`config.mk`:
```
export PLATFORM = sky130hd
export DESIGN_NAME = pe_stream_driver_flat
export DESIGN_NICKNAME = d
export VERILOG_FILES = /design/src/rtl/pe_stream_driver_pkg.sv /design/src/rtl/pe_stream_driver_if.sv /design/src/rtl/pe_stream_driver_beat_fetch.sv /design/src/rtl/pe_stream_driver.sv /design/src/flat_wrapper.sv
export SDC_FILE = /design/constraint.sdc
export NUM_CORES = 1
export LEC_CHECK = 0
export BUFFER_PORTS_ARGS = -buffer_cell sky130_fd_sc_hd__buf_4
export CAP_MARGIN = 20
export CORE_UTILIZATION = 45
export CTS_CLUSTER_DIAMETER = 80
export CTS_CLUSTER_SIZE = 12
export DETAILED_ROUTE_END_ITERATION = 6
export PLACE_DENSITY_LB_ADDON = 0.2
export SYNTH_ARGS = -nofsm -noshare
export SYNTH_HDL_FRONTEND = slang
export SYNTH_HIERARCHICAL = 1
export SYNTH_SLANG_ARGS = --single-unit
```
`constraint.sdc`:
```
create_clock -name clk -period 3.2 [get_ports clk]
set_input_delay 0.32 -clock clk [delete_from_list [all_inputs] [get_ports clk]]
set_output_delay 0.32 -clock clk [all_outputs]
set_load 0.02 [all_outputs]
```
`src/rtl/pe_stream_driver_pkg.sv`:
```
// Shared constants, state encoding and cfg field helpers for the PE stream driver.
package pe_stream_driver_pkg;

  localparam int CFG_BITS        = 10;
  localparam int Q_LSB           = 0;
  localparam int F_LSB           = 2;
  localparam int P_LSB           = 7;
  localparam int MODE_BIT        = 9;
  localparam int DEF_FILT_BEATS  = 12;
  localparam int DEF_IFMAP_BEATS = 3;
  localparam int CNT_BITS        = 5;

  typedef logic [2:0] state_t;

  localparam state_t S_IDLE = 3'd0;
  localparam state_t S_CFG  = 3'd1;
  localparam state_t S_FILT = 3'd2;
  localparam state_t S_IFM0 = 3'd3;
  localparam state_t S_IPS  = 3'd4;
  localparam state_t S_OPS  = 3'd5;
  localparam state_t S_IFM1 = 3'd6;
  localparam state_t S_DONE = 3'd7;

  function automatic logic [1:0] cfg_p(input logic [CFG_BITS-1:0] cfg);
    return cfg[P_LSB +: 2];
  endfunction

  function automatic logic [4:0] cfg_f(input logic [CFG_BITS-1:0] cfg);
    return cfg[F_LSB +: 5];
  endfunction

  function automatic logic [1:0] cfg_q(input logic [CFG_BITS-1:0] cfg);
    return cfg[Q_LSB +: 2];
  endfunction

  function automatic logic cfg_mode(input logic [CFG_BITS-1:0] cfg);
    return cfg[MODE_BIT];
  endfunction

endpackage

```
`src/rtl/pe_stream_driver_if.sv`:
```
// PE stream and SRAM port bundle; master is the driver, slave is the PE/SRAM side.
interface pe_stream_driver_if #(
  parameter int DATA_BITS = 32,
  parameter int ADDR_BITS = 12
);
  logic                 mem_re;
  logic [ADDR_BITS-1:0] mem_raddr;
  logic [DATA_BITS-1:0] mem_rdata;
  logic                 mem_we;
  logic [ADDR_BITS-1:0] mem_waddr;
  logic [DATA_BITS-1:0] mem_wdata;
  logic                 PE_en;
  logic [9:0]           i_config;
  logic [DATA_BITS-1:0] filter, ifmap, ipsum, opsum;
  logic                 filter_valid, ifmap_valid, ipsum_valid, opsum_valid;
  logic                 filter_ready, ifmap_ready, ipsum_ready, opsum_ready;

  modport master (
    output mem_re, mem_raddr, mem_we, mem_waddr, mem_wdata, PE_en, i_config,
    output filter, ifmap, ipsum, filter_valid, ifmap_valid, ipsum_valid, opsum_ready,
    input  mem_rdata, filter_ready, ifmap_ready, ipsum_ready, opsum, opsum_valid
  );

  modport slave (
    input  mem_re, mem_raddr, mem_we, mem_waddr, mem_wdata, PE_en, i_config,
    input  filter, ifmap, ipsum, filter_valid, ifmap_valid, ipsum_valid, opsum_ready,
    output mem_rdata, filter_ready, ifmap_ready, ipsum_ready, opsum, opsum_valid
  );
endinterface

```
`src/rtl/pe_stream_driver_beat_fetch.sv`:
```
// Burst reader: issues SRAM reads for a counted run of words and presents them as a
// valid/ready stream through a 2-entry prefetch buffer.
module pe_beat_fetch
  import pe_stream_driver_pkg::*;
#(
  parameter int DATA_BITS = 32,
  parameter int ADDR_BITS = 12
) (
  input  logic                 clk,
  input  logic                 rst,
  input  logic                 go,
  input  logic [ADDR_BITS-1:0] base,
  input  logic [CNT_BITS-1:0]  count,
  output logic                 mem_re,
  output logic [ADDR_BITS-1:0] mem_raddr,
  input  logic [DATA_BITS-1:0] mem_rdata,
  output logic                 valid,
  output logic [DATA_BITS-1:0] data,
  input  logic                 ready,
  output logic                 last
);

  logic [ADDR_BITS-1:0] rd_addr;
  logic [CNT_BITS-1:0]  issue_left, beats_left;
  logic                 in_flight;
  logic [DATA_BITS-1:0] buf_q [2];
  logic                 wr_ptr, rd_ptr;
  logic [1:0]           buf_cnt, occ;
  logic                 pop;

  assign valid = (buf_cnt != 2'd0);
  assign pop   = valid && ready;
  assign data  = buf_q[rd_ptr];
  assign last  = (beats_left == CNT_BITS'(1));

  // Occupancy after this cycle's pop; a read may go out whenever a slot stays free,
  // which keeps one beat per cycle flowing without ever overrunning the buffer.
  assign occ       = buf_cnt + {1'b0, in_flight} - {1'b0, pop};
  assign mem_re    = (issue_left != '0) && (occ < 2'd2);
  assign mem_raddr = mem_re ? rd_addr : '0;

  always_ff @(posedge clk or posedge rst) begin
    if (rst) begin
      rd_addr    <= '0;
      issue_left <= '0;
      beats_left <= '0;
      in_flight  <= 1'b0;
      wr_ptr     <= 1'b0;
      rd_ptr     <= 1'b0;
      buf_cnt    <= 2'd0;
      buf_q[0]   <= '0;
      buf_q[1]   <= '0;
    end else begin
      if (go) begin
        rd_addr    <= base;
        issue_left <= count;
        beats_left <= count;
      end else begin
        if (mem_re) begin
          rd_addr    <= rd_addr + 1'b1;
          issue_left <= issue_left - 1'b1;
        end
        if (pop)
          beats_left <= beats_left - 1'b1;
      end
      in_flight <= mem_re;
      if (in_flight) begin
        buf_q[wr_ptr] <= mem_rdata;
        wr_ptr        <= ~wr_ptr;
      end
      if (pop)
        rd_ptr <= ~rd_ptr;
      buf_cnt <= occ;
    end
  end

endmodule

```
`src/rtl/pe_stream_driver.sv`:
```
// Sequences one PE pass: config strobe, filter/ifmap/ipsum fetch streams and opsum write-back.
module pe_stream_driver
  import pe_stream_driver_pkg::*;
#(
  parameter int DATA_BITS   = 32,
  parameter int ADDR_BITS   = 12,
  parameter int FILT_BEATS  = DEF_FILT_BEATS,
  parameter int IFMAP_BEATS = DEF_IFMAP_BEATS
) (
  input  logic                 clk,
  input  logic                 rst,
  input  logic                 start,
  input  logic [CFG_BITS-1:0]  cfg,
  input  logic [ADDR_BITS-1:0] filter_base,
  input  logic [ADDR_BITS-1:0] ifmap_base,
  input  logic [ADDR_BITS-1:0] ipsum_base,
  input  logic [ADDR_BITS-1:0] opsum_base,
  output logic                 busy,
  output logic                 done,
  pe_stream_driver_if.master   bus
);

  state_t               state, state_nxt;
  logic [1:0]           p, opk;
  logic [4:0]           f, o;
  logic [CNT_BITS-1:0]  grp_beats;
  logic [ADDR_BITS-1:0] grp, ifm_addr;
  logic                 go, f_valid, f_ready, f_last, fire, op_fire, op_last;
  logic [ADDR_BITS-1:0] go_base;
  logic [CNT_BITS-1:0]  go_count;
  logic [DATA_BITS-1:0] f_data;

  assign p         = cfg_p(cfg);
  assign f         = cfg_f(cfg);
  assign grp_beats = CNT_BITS'(p) + CNT_BITS'(1);
  assign fire      = f_valid && f_ready;
  assign op_fire   = bus.opsum_valid && (state == S_OPS);
  assign op_last   = (opk == p);

  pe_beat_fetch #(.DATA_BITS(DATA_BITS), .ADDR_BITS(ADDR_BITS)) u_fetch (
    .clk       (clk),
    .rst       (rst),
    .go        (go),
    .base      (go_base),
    .count     (go_count),
    .mem_re    (bus.mem_re),
    .mem_raddr (bus.mem_raddr),
    .mem_rdata (bus.mem_rdata),
    .valid     (f_valid),
    .data      (f_data),
    .ready     (f_ready),
    .last      (f_last)
  );

  always_comb begin
    f_ready = 1'b0;
    case (state)
      S_FILT:         f_ready = bus.filter_ready;
      S_IFM0, S_IFM1: f_ready = bus.ifmap_ready;
      S_IPS:          f_ready = bus.ipsum_ready;
      default:        f_ready = 1'b0;
    endcase
  end

  // Each read state is armed by a go pulse in the cycle that enters it, so the
  // fetcher is always loaded exactly when its previous burst has fully drained.
  always_comb begin
    state_nxt = state;
    go        = 1'b0;
    go_base   = filter_base;
    go_count  = CNT_BITS'(FILT_BEATS);
    case (state)
      S_IDLE: if (start) state_nxt = S_CFG;
      S_CFG: begin
        go        = 1'b1;
        state_nxt = S_FILT;
      end
      S_FILT: if (fire && f_last) begin
        go        = 1'b1;
        go_base   = ifm_addr;
        go_count  = CNT_BITS'(IFMAP_BEATS);
        state_nxt = S_IFM0;
      end
      S_IFM0, S_IFM1: if (fire && f_last) begin
        go        = 1'b1;
        go_base   = ipsum_base + grp;
        go_count  = grp_beats;
        state_nxt = S_IPS;
      end
      S_IPS: if (fire && f_last) state_nxt = S_OPS;
      S_OPS: if (op_fire && op_last) begin
        if (o == f) begin
          state_nxt = S_DONE;
        end else begin
          go        = 1'b1;
          go_base   = ifm_addr;
          go_count  = CNT_BITS'(1);
          state_nxt = S_IFM1;
        end
      end
      default: state_nxt = S_IDLE;
    endcase
  end

  // grp tracks o*(p+1) by accumulation; ifm_addr walks the ifmap words in order.
  always_ff @(posedge clk or posedge rst) begin
    if (rst) begin
      state    <= S_IDLE;
      o        <= '0;
      opk      <= '0;
      grp      <= '0;
      ifm_addr <= '0;
    end else begin
      state <= state_nxt;
      if (state == S_CFG) begin
        o        <= '0;
        opk      <= '0;
        grp      <= '0;
        ifm_addr <= ifmap_base;
      end
      if (fire && (state == S_IFM0 || state == S_IFM1))
        ifm_addr <= ifm_addr + 1'b1;
      if (op_fire) begin
        if (op_last) begin
          opk <= '0;
          if (o != f) begin
            o   <= o + 1'b1;
            grp <= grp + ADDR_BITS'(grp_beats);
          end
        end else begin
          opk <= opk + 1'b1;
        end
      end
    end
  end

  assign bus.filter_valid = f_valid && (state == S_FILT);
  assign bus.ifmap_valid  = f_valid && (state == S_IFM0 || state == S_IFM1);
  assign bus.ipsum_valid  = f_valid && (state == S_IPS);
  assign bus.filter       = (state == S_FILT) ? f_data : '0;
  assign bus.ifmap        = (state == S_IFM0 || state == S_IFM1) ? f_data : '0;
  assign bus.ipsum        = (state == S_IPS) ? f_data : '0;
  assign bus.PE_en        = (state == S_CFG);
  assign bus.i_config     = cfg;
  assign bus.opsum_ready  = (state == S_OPS);
  assign bus.mem_we       = op_fire;
  assign bus.mem_waddr    = op_fire ? (opsum_base + grp + ADDR_BITS'(opk)) : '0;
  assign bus.mem_wdata    = op_fire ? bus.opsum : '0;
  assign busy             = (state != S_IDLE) && (state != S_DONE);
  assign done             = (state == S_DONE);

endmodule
```
`src/flat_wrapper.sv`:
```
// flat-port wrapper written by rule: the top's interface ports become plain ports
module pe_stream_driver_flat import pe_stream_driver_pkg::*;
#(
  parameter int DATA_BITS   = 32,
  parameter int ADDR_BITS   = 12,
  parameter int FILT_BEATS  = DEF_FILT_BEATS,
  parameter int IFMAP_BEATS = DEF_IFMAP_BEATS
)
  (clk, rst, start, cfg, filter_base, ifmap_base, ipsum_base, opsum_base, busy, done, bus_mem_re, bus_mem_raddr, bus_mem_we, bus_mem_waddr, bus_mem_wdata, bus_PE_en, bus_i_config, bus_filter, bus_ifmap, bus_ipsum, bus_filter_valid, bus_ifmap_valid, bus_ipsum_valid, bus_opsum_ready, bus_mem_rdata, bus_filter_ready, bus_ifmap_ready, bus_ipsum_ready, bus_opsum, bus_opsum_valid);
  pe_stream_driver_if #(.DATA_BITS(DATA_BITS), .ADDR_BITS(ADDR_BITS)) bus_i ();
  input  logic clk;
  input  logic rst;
  input  logic start;
  input  logic [CFG_BITS-1:0] cfg;
  input  logic [ADDR_BITS-1:0] filter_base;
  input  logic [ADDR_BITS-1:0] ifmap_base;
  input  logic [ADDR_BITS-1:0] ipsum_base;
  input  logic [ADDR_BITS-1:0] opsum_base;
  output logic busy;
  output logic done;
  output wire logic [$bits(bus_i.mem_re)-1:0] bus_mem_re;
  output wire logic [$bits(bus_i.mem_raddr)-1:0] bus_mem_raddr;
  output wire logic [$bits(bus_i.mem_we)-1:0] bus_mem_we;
  output wire logic [$bits(bus_i.mem_waddr)-1:0] bus_mem_waddr;
  output wire logic [$bits(bus_i.mem_wdata)-1:0] bus_mem_wdata;
  output wire logic [$bits(bus_i.PE_en)-1:0] bus_PE_en;
  output wire logic [$bits(bus_i.i_config)-1:0] bus_i_config;
  output wire logic [$bits(bus_i.filter)-1:0] bus_filter;
  output wire logic [$bits(bus_i.ifmap)-1:0] bus_ifmap;
  output wire logic [$bits(bus_i.ipsum)-1:0] bus_ipsum;
  output wire logic [$bits(bus_i.filter_valid)-1:0] bus_filter_valid;
  output wire logic [$bits(bus_i.ifmap_valid)-1:0] bus_ifmap_valid;
  output wire logic [$bits(bus_i.ipsum_valid)-1:0] bus_ipsum_valid;
  output wire logic [$bits(bus_i.opsum_ready)-1:0] bus_opsum_ready;
  input wire logic [$bits(bus_i.mem_rdata)-1:0] bus_mem_rdata;
  input wire logic [$bits(bus_i.filter_ready)-1:0] bus_filter_ready;
  input wire logic [$bits(bus_i.ifmap_ready)-1:0] bus_ifmap_ready;
  input wire logic [$bits(bus_i.ipsum_ready)-1:0] bus_ipsum_ready;
  input wire logic [$bits(bus_i.opsum)-1:0] bus_opsum;
  input wire logic [$bits(bus_i.opsum_valid)-1:0] bus_opsum_valid;
  assign bus_mem_re = bus_i.mem_re;
  assign bus_mem_raddr = bus_i.mem_raddr;
  assign bus_mem_we = bus_i.mem_we;
  assign bus_mem_waddr = bus_i.mem_waddr;
  assign bus_mem_wdata = bus_i.mem_wdata;
  assign bus_PE_en = bus_i.PE_en;
  assign bus_i_config = bus_i.i_config;
  assign bus_filter = bus_i.filter;
  assign bus_ifmap = bus_i.ifmap;
  assign bus_ipsum = bus_i.ipsum;
  assign bus_filter_valid = bus_i.filter_valid;
  assign bus_ifmap_valid = bus_i.ifmap_valid;
  assign bus_ipsum_valid = bus_i.ipsum_valid;
  assign bus_opsum_ready = bus_i.opsum_ready;
  assign bus_i.mem_rdata = bus_mem_rdata;
  assign bus_i.filter_ready = bus_filter_ready;
  assign bus_i.ifmap_ready = bus_ifmap_ready;
  assign bus_i.ipsum_ready = bus_ipsum_ready;
  assign bus_i.opsum = bus_opsum;
  assign bus_i.opsum_valid = bus_opsum_valid;
  pe_stream_driver #(.DATA_BITS(DATA_BITS), .ADDR_BITS(ADDR_BITS), .FILT_BEATS(FILT_BEATS), .IFMAP_BEATS(IFMAP_BEATS)) u_core (.clk(clk), .rst(rst), .start(start), .cfg(cfg), .filter_base(filter_base), .ifmap_base(ifmap_base), .ipsum_base(ipsum_base), .opsum_base(opsum_base), .busy(busy), .done(done), .bus(bus_i));
endmodule
```
# --- After elaboration in Yosys (flattened, before gate mapping) ---
# Cells that the tools add are included.
word_totals:
  reg_bits: 125
  input_bits: 129
  output_inout_bits: 171
  elab_cells: 128
op_classes:
  add_sub_neg: 13
  order_cmp: 4
  n_eq_ne: 17
  muxes: 53
  bitwise: 4
  n_reduce_logical: 23
op_table:
  columns: ["cell", "n"]
  rows:
  - ["two-way mux 32 bit", 8]
  - ["two-way mux 12 bit", 14]
  - ["bitwise mux 64 bit", 1]
  - ["two-way mux 5 bit", 10]
  - ["case mux 12 bit (3 select lines)", 1]
  - ["demux 32 bit (select 1 bit)", 1]
  - ["adder 12 x 1 -> 12 bit, second input constant", 2]
  - ["adder 12 bit", 2]
  - ["case mux 3 bit (6 select lines)", 1]
  - ["two-way mux 3 bit", 5]
  - ["case mux 5 bit (3 select lines)", 1]
  - ["adder 12 x 2 -> 12 bit", 1]
  - ["adder 12 x 5 -> 12 bit", 1]
  - ["equality test 3 bit, second input constant", 4]
  - ["logical AND 1 bit", 11]
  - ["nonzero test 2 bit", 5]
  - ["subtractor 5 x 1 -> 5 bit, second input constant", 2]
  - ["two-way mux 4 bit", 2]
  - ["inequality test 2 x 1 -> 1 bit, second input constant", 4]
  - ["equality test 3 x 2 -> 1 bit, second input constant", 2]
  - ["two-way mux 2 bit", 3]
  - ["case mux 1 bit (3 select lines)", 2]
  - ["adder 5 x 1 -> 5 bit, second input constant", 1]
  - ["equality test 5 x 1 -> 1 bit, second input constant", 1]
  - ["other kinds (23)", 29]

# --- Logic depth before layout (Yosys ltp) ---
depth:
  word_depth: 9
  mapped_depth: 15

# --- Hierarchy ---
# The synthesis kept the hierarchy.
by_module_without_submodules:
  columns: ["mod", "instances", "cells_each", "area_per_inst_um2", "seq_area_each_um2"]
  rows:
  - ["pe_stream_driver", 1, 575, 4455.5, 850.8]
  - ["pe_beat_fetch", 1, 335, 4289.1, 2277.2]

# --- Worst setup path after synthesis ---
# Ideal clock, no wire load.
synth_timing:
  kind: "register to output"
  startpoint: "reg u_core.state[1]"
  endpoint: "out bus_mem_raddr[0]"
  t_arrival_ns: 2.827
  t_required_ns: 2.880
  slack_ns: 0.053
  path_stages_with_launch: 13
  path_cell_list: "dfrtp_1 -> mux2_1 -> a211oi_2 -> nor2_1 -> o21ai_1 -> inv_2 -> ha_1 -> inv_1 -> ha_1 -> xnor3_2 -> buf_2 -> clkbuf_1 -> and3_1"
synth_between:
  elab_chain_cells: 8
  elab_cells_between_ends: 11
  classes_between: "add/sub (1); order compare (1); eq/ne (4); mux (2); reduce/logical (3)"
synth_lines:
  columns: ["item", "line_no", "rtl"]
  rows:
  - ["start: declaration", "pe_stream_driver.sv:23", "state_t state, state_nxt;"]
  - ["start signal: assignment", "pe_stream_driver.sv:114", "state <= state_nxt;"]
  - ["equality test 3 bit or equality test 3 x 2 -> 1 bit (tied branches)", "pe_stream_driver.sv:57", "case (state)"]
  - ["OR reduction 2 bit", "pe_stream_driver.sv:57", null]
  - ["case mux 1 bit (3 select lines) *", "pe_stream_driver.sv:57", null]
  - ["named net u_core.f_ready", "pe_stream_driver.sv:28", "logic go, f_valid, f_ready, f_last, fire, op_fire, op_last;"]
  - ["logical AND 1 bit *", "pe_stream_driver_beat_fetch.sv:32", "assign pop = valid && ready;"]
  - ["named net u_core.u_fetch.pop", "pe_stream_driver_beat_fetch.sv:29", "logic pop;"]
  - ["subtractor 2 x 1 -> 2 bit *", "pe_stream_driver_beat_fetch.sv:38", "assign occ = buf_cnt + {1'b0, in_flight} - {1'b0, pop};"]
  - ["less-than comparator 2 bit *", "pe_stream_driver_beat_fetch.sv:39", "assign mem_re = (issue_left != '0) && (occ < 2'd2);"]
  - ["logical AND 1 bit *", "pe_stream_driver_beat_fetch.sv:39", null]
  - ["two-way mux 12 bit *", "pe_stream_driver_beat_fetch.sv:40", "assign mem_raddr = mem_re ? rd_addr : '0;"]
  - ["end: declaration", "flat_wrapper.sv:22", "output wire logic [$bits(bus_i.mem_raddr)-1:0] bus_mem_raddr;"]
# Mark *: on every way through the listed nets, which the timed path passes. The rest lies on a longest branch.

# --- Final worst setup path ---
layout_timing:
  startpoint: "reg u_core.state[1]"
  endpoint: "out bus_mem_raddr[4]"
# The elaborated chain is that of the path after synthesis.

==> impl_metrics.py <==
metrics = {
    "synthesis": {
        "synth-edff-count": 0,
        "yosys.area_share.simple": 0.2201,
        "netlist_area_um2": 8745,
        "syn_inst": 910,
        "yosysTopAreaCellShare": 0.3577,
        "synth-seq-cells": 125,
        "seq_area_frac_synth": 0.3577,
        "synthAdderAreaFrac": 0.07269,
        "muxShareOfSynthArea": 0.1385,
        "synth_compound_area_frac": 0.1169,
        "synth.avg_cell_area_um2": 9.609,
        "ys_types": 77,
        "ys.flop_type": "dfrtp_1",
        "synthXorXnorAreaFrac": 0.04364,
        "yosys_warnings": 6,
        "synthArstFlopShare": 1.000,
        "yosysMostFrequentCell": "dfrtp_1",
        "ys_top_cells_by_count": "dfrtp_1, and3_1, mux2_2, and2_1, nand2_1",
        "synth_nets": 1086,
        "synth_top_family_by_area": "simple AND/OR/NAND/NOR gates",
        "synth_top_cell_by_area": "dfrtp_1",
        "synth_top_cells_by_area": "dfrtp_1, mux2_2, and3_1, ha_1, and2_1",
    },
    "route": {
        "wl_per_cell_um": 17.66,
        "routed_via_density": 5.387,
        "dr.pass1.iters": 5,
        "drt_wl_total_um": 25960,
        "drt_drc_violations_left": 0,
        "drtIter0Drc": 394,
        "vias": 7919,
        "drtAntennaViolNets": 0,
    },
    "critical_path": {
        "crit_type": "flop to primary output",
        "arrival_ns": 2.87,
        "crit_chain": "mux2_4 -> a211oi_4 -> nor2_2 -> o21ai_2 -> inv_2 -> ha_4 -> inv_2 -> ha_4 -> xnor3_2 -> buf_6 -> and3_4 -> buf_6",
        "crit_buf_inv": 4,
        "cp_max_fo": 5,
        "end_kind": "primary output",
        "critical-path-max-stage-delay_ns": 0.43,
        "cp.required_ns": 2.88,
        "path_delay_family": "flip-flops",
        "crit_slowest_cell": "dfrtp_2",
        "r2r_cells": 13,
        "cp.depth": 12,
        "critPathLaunchType": "flop",
    },
    "global_routing": {
        "grt_pass1_vias": 7914,
        "grt_overflow_total": 0,
        "grt_first_pass_wirelength_um": 40830,
        "grt_util_all_layers": 0.2628,
        "antenna_found_initial": 1,
        "grt_max_degree": 47,
    },
    "pwr": {
        "p_leak_nw": 5.925,
        "p_switching_mw": 5.326,
        "power_frac_seq": 0.233,
        "p_comb_frac": 0.623,
        "clockPowerShare": 0.144,
        "p_int_mw": 7.307,
        "sw_frac_of_total": 0.4216,
        "pwr_density_cell_nw_per_um2": 1050,
        "ir_drop_uv": 571.0,
    },
    "placement": {
        "gp_congestion": 0.8860,
        "dp_hpwl_um": 19290,
        "postPlaceCellArea_um2": 11160,
        "io_buffers": 293,
    },
    "clock_network": {
        "cts_buffers": 17,
        "htreeDepth": 4,
        "cts_buffer_depth": 2,
        "path_clk_slew_ns": 0.05,
        "cts_tree": "built",
        "clkSinkCount": 125,
        "cts_root_buf": "clkbuf_16",
        "hold_buffers": 0,
        "worst_skew_pair.late_latency_ns": 0.41,
    },
    "timing": {
        "clock_skew_ns": 0.01362,
        "period_share": 0.9975,
        "tightest_slew_ns": 0.9007,
        "setup_viol": 0,
        "hold-worst-slack_ns": 0.04156,
        "rsz0062_at_grt": "true",
        "relSlewSlack": 0.3995,
        "maxSlewViolCount": 0,
        "period_needed_ns": 3.192,
        "fmaxAchievable_ghz": 0.3133,
        "hold_viol_final": 0,
        "setup_tns_ns": 0,
    },
    "floorplan": {
        "dieArea_um2": 19990,
        "die_w_um": 141.4,
        "die_y_um": 141.4,
        "fp-row-count": 50,
        "num_io_pins": 300,
        "core_area_um2": 18890,
        "start_util": 0.4628,
    },
    "final_layout": {
        "nNetsFinal": 1372,
        "n_fill_cell": 1671,
        "area_delta_synth_final_pct": 37.60,
        "multi_input_comb_area_um2": 5328,
        "final_area_um2": 12030,
        "drive_gt1_frac": 0.4177,
        "register_area_um2": 3129,
    },
    "worst_hold_path": {
        "min_path_type": "input port to asynchronous set/reset pin",
    },
    "run": {
        "cap_violations": 0,
    },
    "run_status": {
        "status": "complete, no violations",
    },
}
state kept, by name, summed over array words and instances (netlist names), 3 cells and up:
name	count
u_core/state	3
u_core/u_fetch/beats_left	5
u_core/u_fetch/buf_q	64
u_core/o	5
u_core/grp	12
u_core/u_fetch/rd_addr	12
u_core/ifm_addr	12
u_core/u_fetch/issue_left	5
cell families (layout without fill, tap and decap cells):
logic type                 count (synthesis)  after routing
DFF                                      125            125
muxes                                    108            108
and+or+nand+nor                          338            338
adders and majority gates                 48             48
xor gates and xnor gates                  41             41
other                                      1              2
AOI/OAI and AO/OA                        154            154
buffers and inverters                     95            394
final cells by class:
type | instances | area share
clock inverter | 14 | 0.009878
sequential | 125 | 0.2601
inverter | 30 | 0.009670
antenna | 1 | 0.0002080
multi-input combinational | 690 | 0.4428
timing repair buffer | 332 | 0.2139
clock buffer | 18 | 0.03650
tap | 260 | 0.02704
worst paths after layout:
path	from	end	slack, ns
setup / recovery	u_core/state[1]	bus_mem_raddr[4]	0.008
setup reg to reg	u_core/state[1]	u_core/u_fetch/rd_addr[11]	0.19
hold reg to reg	u_core/u_fetch/buf_q[54]	u_core/u_fetch/buf_q[54]	0.48
max in group asynchronous	rst	u_core/u_fetch/beats_left[4]	2.41
hold / removal	rst	u_core/o[0]	0.04
min in group clk	ifmap_base[10]	u_core/ifm_addr[10]	0.12
metrics by stage:
| step | instances | utilization | power (mW) | setup slack (ns) |
|---|---|---|---|---|
| CTS | 1466 | 0.6289 | 12.22 | -0.02328 |
| global placement | 1421 | 0.5905 | 9.908 | 0.2216 |
| global route | 1470 | 0.6369 | 13.48 | -0.1285 |
| finish | 1470 | 0.6369 | 12.63 | 0.007970 |
| detailed placement | 1421 | 0.5905 | 10.04 | 0.1720 |
| floorplan | 910 | - | 7.553 | 0.05281 |
tightest hold or removal path, cell delays in order:
cell   delay [ns]
buf_4        0.12
inv_1        0.04
buf_4        0.41
power groups by stage:
stage / Sequential, mW / Combinational [mW] / Clock [mW]
CTS: 2.93 / 7.44 / 1.85
global route: 3.05 / 8.51 / 1.93
detailed placement: 2.95 / 7.09 / 0
global placement: 2.91 / 7.00 / 0
finish: 2.95 / 7.87 / 1.81
floorplan: 2.75 / 4.80 / 0
routing by layer:
layer / vias to the layer above / GRT usage / wire [µm]
met5: - / 0 / 0
li1: 3810 / - / -
met3: 26 / 0.05636 / 1621
met2: 275 / 0.4607 / 13090
met1: 3808 / 0.3235 / 10790
met4: 0 / 0.07980 / 461
layout by cell type (no fill, tap or decap), drive strengths merged, types with 24 or more instances in the layout:
cell	n
nor2	44
and3	85
inv	31
xnor2	25
nand2	48
mux2	101
dfrtp	125
buf	332
ha	42
o21ai	50
nand3	24
and2	71
what timing repair did:
action / CTS / global route
endpoints found under the setup margin: 15 / 19
buffers inserted: 12 / 3
gates cloned: 1 / 0
hold endpoints to repair: 0 / 0
pin swaps: 8 / 9
gates resized for setup: 20 / 29
Note: power is estimated with default switching activity, not from simulation.
